==> config.mk <==
export PLATFORM = sky130hd
export DESIGN_NAME = hs32_fetch
export DESIGN_NICKNAME = d
export VERILOG_FILES = /design/src/rtl/hs32_fetch.sv
export SDC_FILE = /design/constraint.sdc
export NUM_CORES = 1
export LEC_CHECK = 0
export ABC_AREA = 1
export CORE_MARGIN = 2
export CORE_UTILIZATION = 43
export CTS_CLUSTER_SIZE = 12
export DETAILED_ROUTE_END_ITERATION = 10
export MAX_ROUTING_LAYER = met4
export PLACE_DENSITY = 0.74
export SLEW_MARGIN = 20
export SYNTH_ARGS = -nofsm -noshare
export SYNTH_HDL_FRONTEND = slang
export SYNTH_SLANG_ARGS = --single-unit
==> constraint.sdc <==
create_clock -name clk -period 6.6 [get_ports clk]
set_input_delay 1.32 -clock clk [delete_from_list [all_inputs] [get_ports clk]]
set_output_delay 1.32 -clock clk [all_outputs]
set_load 0.1 [all_outputs]
==> src/rtl/hs32_fetch.sv <==
// HS32 instruction fetch: single-outstanding word reads into a prefetch FIFO.
// Optional stall counter output perf_stall when HS32_FETCH_PERF_EN is defined.
module hs32_fetch #(
    parameter logic [31:0] RESET_VEC = 32'h0000_0000,
    parameter int          DEPTH     = 4
) (
    input  logic        clk,
    input  logic        reset,
    input  logic        reqd,
    output logic        ackd,
    output logic [31:0] instd,
    output logic [31:0] instpc,
    input  logic        ldpc,
    input  logic [31:0] newpc,
    output logic [31:0] mem_addr,
    output logic        mem_req,
    input  logic        mem_ack,
    input  logic [31:0] mem_dtr
`ifdef HS32_FETCH_PERF_EN
    ,
    output logic [31:0] perf_stall
`endif
);

    localparam int AW = $clog2(DEPTH);
    localparam logic [AW:0] FULL = (AW+1)'(DEPTH);

    typedef enum logic [1:0] {
        IDLE,
        REQ,
        FLUSH
    } state_t;

    state_t      state_q, state_d;
    logic [31:0] pc_q, pc_d;
    logic        mem_req_q, mem_req_d;
    logic [31:0] mem_addr_q, mem_addr_d;
    logic        ackd_q, ackd_d;
    logic [31:0] instd_q, instd_d;
    logic [31:0] instpc_q, instpc_d;
    logic [AW-1:0] wr_ptr_q, wr_ptr_d;
    logic [AW-1:0] rd_ptr_q, rd_ptr_d;
    logic [AW:0]   count_q, count_d;
    logic [31:0] fifo_data_q [DEPTH];
    logic [31:0] fifo_data_d [DEPTH];
    logic [31:0] fifo_pc_q [DEPTH];
    logic [31:0] fifo_pc_d [DEPTH];

    logic        push;
    logic        pop;
    logic [31:0] redirect_pc;

    assign redirect_pc = newpc & ~32'h3;

    always_comb begin
        state_d     = state_q;
        pc_d        = pc_q;
        mem_req_d   = mem_req_q;
        mem_addr_d  = mem_addr_q;
        ackd_d      = 1'b0;
        instd_d     = instd_q;
        instpc_d    = instpc_q;
        wr_ptr_d    = wr_ptr_q;
        rd_ptr_d    = rd_ptr_q;
        count_d     = count_q;
        fifo_data_d = fifo_data_q;
        fifo_pc_d   = fifo_pc_q;
        push        = (state_q == REQ) && mem_ack;
        pop         = reqd && (count_q != '0);

        if (ldpc) begin
            // Redirect wins: drop buffered words and any data arriving now.
            wr_ptr_d = '0;
            rd_ptr_d = '0;
            count_d  = '0;
            pc_d     = redirect_pc;
            if (state_q != IDLE && !mem_ack) begin
                state_d = FLUSH;
            end else begin
                state_d    = REQ;
                mem_req_d  = 1'b1;
                mem_addr_d = redirect_pc;
            end
        end else begin
            if (pop) begin
                ackd_d   = 1'b1;
                instd_d  = fifo_data_q[rd_ptr_q];
                instpc_d = fifo_pc_q[rd_ptr_q];
                rd_ptr_d = rd_ptr_q + AW'(1);
            end
            if (push) begin
                fifo_data_d[wr_ptr_q] = mem_dtr;
                fifo_pc_d[wr_ptr_q]   = mem_addr_q;
                wr_ptr_d              = wr_ptr_q + AW'(1);
                pc_d                  = pc_q + 32'd4;
            end
            count_d = count_q + (AW+1)'(push) - (AW+1)'(pop);

            unique case (state_q)
                IDLE: begin
                    if (count_d < FULL) begin
                        state_d    = REQ;
                        mem_req_d  = 1'b1;
                        mem_addr_d = pc_q;
                    end
                end
                REQ: begin
                    if (mem_ack) begin
                        if (count_d < FULL) begin
                            mem_addr_d = pc_d;
                        end else begin
                            state_d   = IDLE;
                            mem_req_d = 1'b0;
                        end
                    end
                end
                FLUSH: begin
                    // Stale word retired; FIFO is empty so issue right away.
                    if (mem_ack) begin
                        state_d    = REQ;
                        mem_req_d  = 1'b1;
                        mem_addr_d = pc_q;
                    end
                end
                default: begin
                    state_d   = IDLE;
                    mem_req_d = 1'b0;
                end
            endcase
        end
    end

    always_ff @(posedge clk) begin
        if (reset) begin
            state_q    <= IDLE;
            pc_q       <= RESET_VEC;
            mem_req_q  <= 1'b0;
            mem_addr_q <= RESET_VEC;
            ackd_q     <= 1'b0;
            instd_q    <= '0;
            instpc_q   <= '0;
            wr_ptr_q   <= '0;
            rd_ptr_q   <= '0;
            count_q    <= '0;
            for (int i = 0; i < DEPTH; i++) begin
                fifo_data_q[i] <= '0;
                fifo_pc_q[i]   <= '0;
            end
        end else begin
            state_q     <= state_d;
            pc_q        <= pc_d;
            mem_req_q   <= mem_req_d;
            mem_addr_q  <= mem_addr_d;
            ackd_q      <= ackd_d;
            instd_q     <= instd_d;
            instpc_q    <= instpc_d;
            wr_ptr_q    <= wr_ptr_d;
            rd_ptr_q    <= rd_ptr_d;
            count_q     <= count_d;
            fifo_data_q <= fifo_data_d;
            fifo_pc_q   <= fifo_pc_d;
        end
    end

    assign ackd     = ackd_q;
    assign instd    = instd_q;
    assign instpc   = instpc_q;
    assign mem_req  = mem_req_q;
    assign mem_addr = mem_addr_q;

`ifdef HS32_FETCH_PERF_EN
    logic [31:0] perf_q, perf_d;

    always_comb begin
        perf_d = perf_q;
        if (reqd && count_q == '0 && !ldpc) begin
            perf_d = perf_q + 32'd1;
        end
    end

    always_ff @(posedge clk) begin
        if (reset) begin
            perf_q <= '0;
        end else begin
            perf_q <= perf_d;
        end
    end

    assign perf_stall = perf_q;
`endif

endmodule
==> results.cfg <==
[drt]
wirelength_um = 46100
wl_per_cell_um = 16.8
drc_errors = 0
dr.pass1.iters = 5
vias_per_cell = 5.51
ant_nets = 0
vias = 15100
drt-initial-drc-count = 1243

[yosys]
ys_seq_area_share_pct = 47.3
synthDistinctLibCells = 40
synth_area_per_cell_sq_um = 7.32
ys.flop_type = dfxtp_1
ys_warn_count = 0
synthDominantCellAreaShare_pct = 47.3
synth_largest_area_cell = dfxtp_1
syn_inst = 2205
synth.area.top_cells = dfxtp_1 47%, a21oi_1 12%, o21ai_0 10%, nand2_1 6.1%, nand3_1 5.4%
async_flop_share_pct = 0
synth-edff-count = 0
ys_seq_elements = 381
netlist_area_sq_um = 16100

[worst_setup_path]
slowest_stage = clkdlybuf4s50_1
crit_top_cell = buf_4
r2r_slack_ns = 3.34
r2r_cells = 12
path_depth = 8
worstSetupEndpointType = register
reg2reg_from = count_q[1]$_SDFF_PP0_
cp_data_arrival_time_ns = 4.51
max_stage_delay_ns = 0.63
r2r-end = mem_addr[21]$_SDFFE_PP0P_
cp.required_ns = 7.00
startpoint_type = primary input
cp_max_fo = 60
critPathBufInv = 3
path_class = in -> reg
cp_cell_sequence = clkdlybuf4s50_1, nand3_4, nor2_4, buf_4, nand2_2, buf_4, o21ai_0, a21oi_1
crit_family = buffers and inverters

[sta]
fin_hold_ws_ns = 0.449
fmax_mhz = 243
setup_viol_count_final = 0
tns_ns = 0
min_period_ns = 4.11
tightestPinTransition_ns = 1.08
clock-skew-final_ns = 0.0156
slew-limit-headroom_pct = 27.5
fin_crit_sh_pct = 62.3
rsz0062_at_grt = no
slew_viol_final = 0
hold_viol = 0

[final_layout]
final_nets = 2331
multi_input_area_sq_um = 7050
seqCellArea_sq_um = 7630
fill_cells = 3540
stdcell_count = 2746
area_growth_pct = 17.9
drive_gt1_share_pct = 4.61
diodes = 0

[place]
dp_cells = 2680
place.gp.congestion = 0.880
hpwl_um = 26600
io_buffers = 160

[clock_network]
postCtsHoldBufs = 0
cts_sinks = 381
htreeDepth = 2
cts_tree = built
post_cts_resize_count = 0
clock_latency_ns = 0.53
clock_path_buffers = 3
cts-root-buf = clkbuf_16
cts-buffers-inserted = 41
clk_pin_slew_ns = 0.06
cts_setup_buffers = 0

[floorplan]
row_count = 70
die_area_sq_um = 39100
coreArea_sq_um = 36800
ios = 167
die_y_um = 198
start_util_pct = 43.9
die_x_um = 198

[global_route]
grt_pass1_vias = 14400
top_usage_layer = met2
grt_usage_pct = 23.9
use_met1_pct = 31.3
grt_max_degree = 112
antenna_found_initial = 0
grt_pass1_wl_um = 73600
met3_usage_pct = 2.70
grtUsageMet2_pct = 38.9
grt-ovfl-total = 0

[job]
cap_violations = 0

[power]
leakagePower_uw = 0.00682
ir_drop_uv = 233
power_density_nw_per_um2 = 310

[outcome]
outcome = finished, final reports clean

[min_path]
hold_path_end = fifo_data_q[80]$_SDFFE_PP0P_
hp-class = reg -> reg
hold_depth = 2
hold_start = fifo_data_q[80]$_SDFFE_PP0P_
[layout by cell type (no fill, tap or decap), drive strengths merged, types with 2 or more instances in the layout]
cell           netlist  routed
inv                185     188
clkbuf             119      60
a31oi               11      11
clkinv               2       3
nor3                58      58
a21oi              398     398
nand2              266     266
nand4                9       9
o22ai                2       2
nor2               172     172
buf                 57      21
o21ai              334     334
clkdlybuf4s50        0     159
o21bai               6       6
nand3              177     177
ha                   6       6
xnor2                2       2
nor3b                2       2
dfxtp              381     381
nand3b               3       3
or2                  2       2
o211ai               2       2
xor2                 4       4
conb                 1       4
a211oi               2       2
[state kept, by name, indices dropped and copies added (netlist names)]
name	count
state_q	2
rd_ptr_q	2
pc_q	30
mem_addr	30
fifo_pc_q	120
fifo_data_q	128
count_q	3
wr_ptr_q	2
instd	32
instpc	30
mem_req	1
ackd	1
[worst reg2reg max path, delay by kind of cell, from the launching register on]
family                   cells  cell delay (ns)
AND/OR/NAND/NOR              7             1.46
AO/OA/AOI/OAI                2             0.62
adder cells (fa/ha/maj)      2             0.57
flip-flops                   1             0.34
buffers and inverters        1             0.16
[metrics by stage]
stage | utilization, % | setup WS [ns] | cell area (sq um) | power [uW]
2_1_floorplan | - | 3.27 | 16100 | 3410
3_3_place_gp | 48.2 | 2.07 | 17700 | 3730
3_5_place_dp | 48.2 | 2.05 | 17700 | 3740
4_1_cts | 51.7 | 2.59 | 19000 | 5930
5_1_grt | 51.7 | 2.29 | 19000 | 6120
6_report | 51.7 | 2.49 | 19000 | 5900
[Yosys cell counts (11+ instances only)]
master,count
o21ai_1,11
nand3_1,175
inv_1,182
nand2_1,263
clkbuf_1,119
a21oi_1,398
buf_2,30
buf_4,15
nor2_1,167
dfxtp_1,381
nor3_1,58
o21ai_0,323
a31oi_1,11
[power by group]
group          leakage (uW)  internal, uW  switching (uW)
clock network      0.000617          1290             905
registers           0.00309          2410             139
logic               0.00311           275             883
[routing by layer]
metal  share of wire [%]  wire [um]
met4                 2.5       1150
met1                  45      20800
met2                  46      21400
met5                   0          0
met3                 5.8       2680
[area by class of cell]
cell class                      instances  share of cell area [%]
Multi-Input combinational cell       1464                    37.1
Sequential cell                       381                    40.1
Clock buffer                           60                    6.31
Inverter                              187                    3.70
Tap cell                              468                    3.08
Clock inverter                          6                   0.322
Timing Repair Buffer                  180                    9.37
[worst max path at each step]
stage,startpoint,end
4_1_cts,mem_ack,fifo_pc_q[41]$_SDFFE_PP0P_
2_1_floorplan,mem_ack,mem_addr[14]$_SDFFE_PP0P_
6_report,mem_ack,fifo_pc_q[41]$_SDFFE_PP0P_
3_5_place_dp,mem_ack,fifo_pc_q[41]$_SDFFE_PP0P_
3_3_place_gp,mem_ack,fifo_pc_q[38]$_SDFFE_PP0P_
5_1_grt,mem_ack,fifo_pc_q[40]$_SDFFE_PP0P_
[kinds of logic after synthesis]
group           Yosys count  synth area share (%)
fa+ha+maj                 7                 0.590
compound gates          756                  23.8
xor+xnor                  6                 0.326
buf+inv                 363                  9.40
other cells               1                0.0232
simple gates            690                  18.5
flops                   381                  47.3
mux                       1                0.0621
No activity file was read; power rests on OpenSTA's default activity.
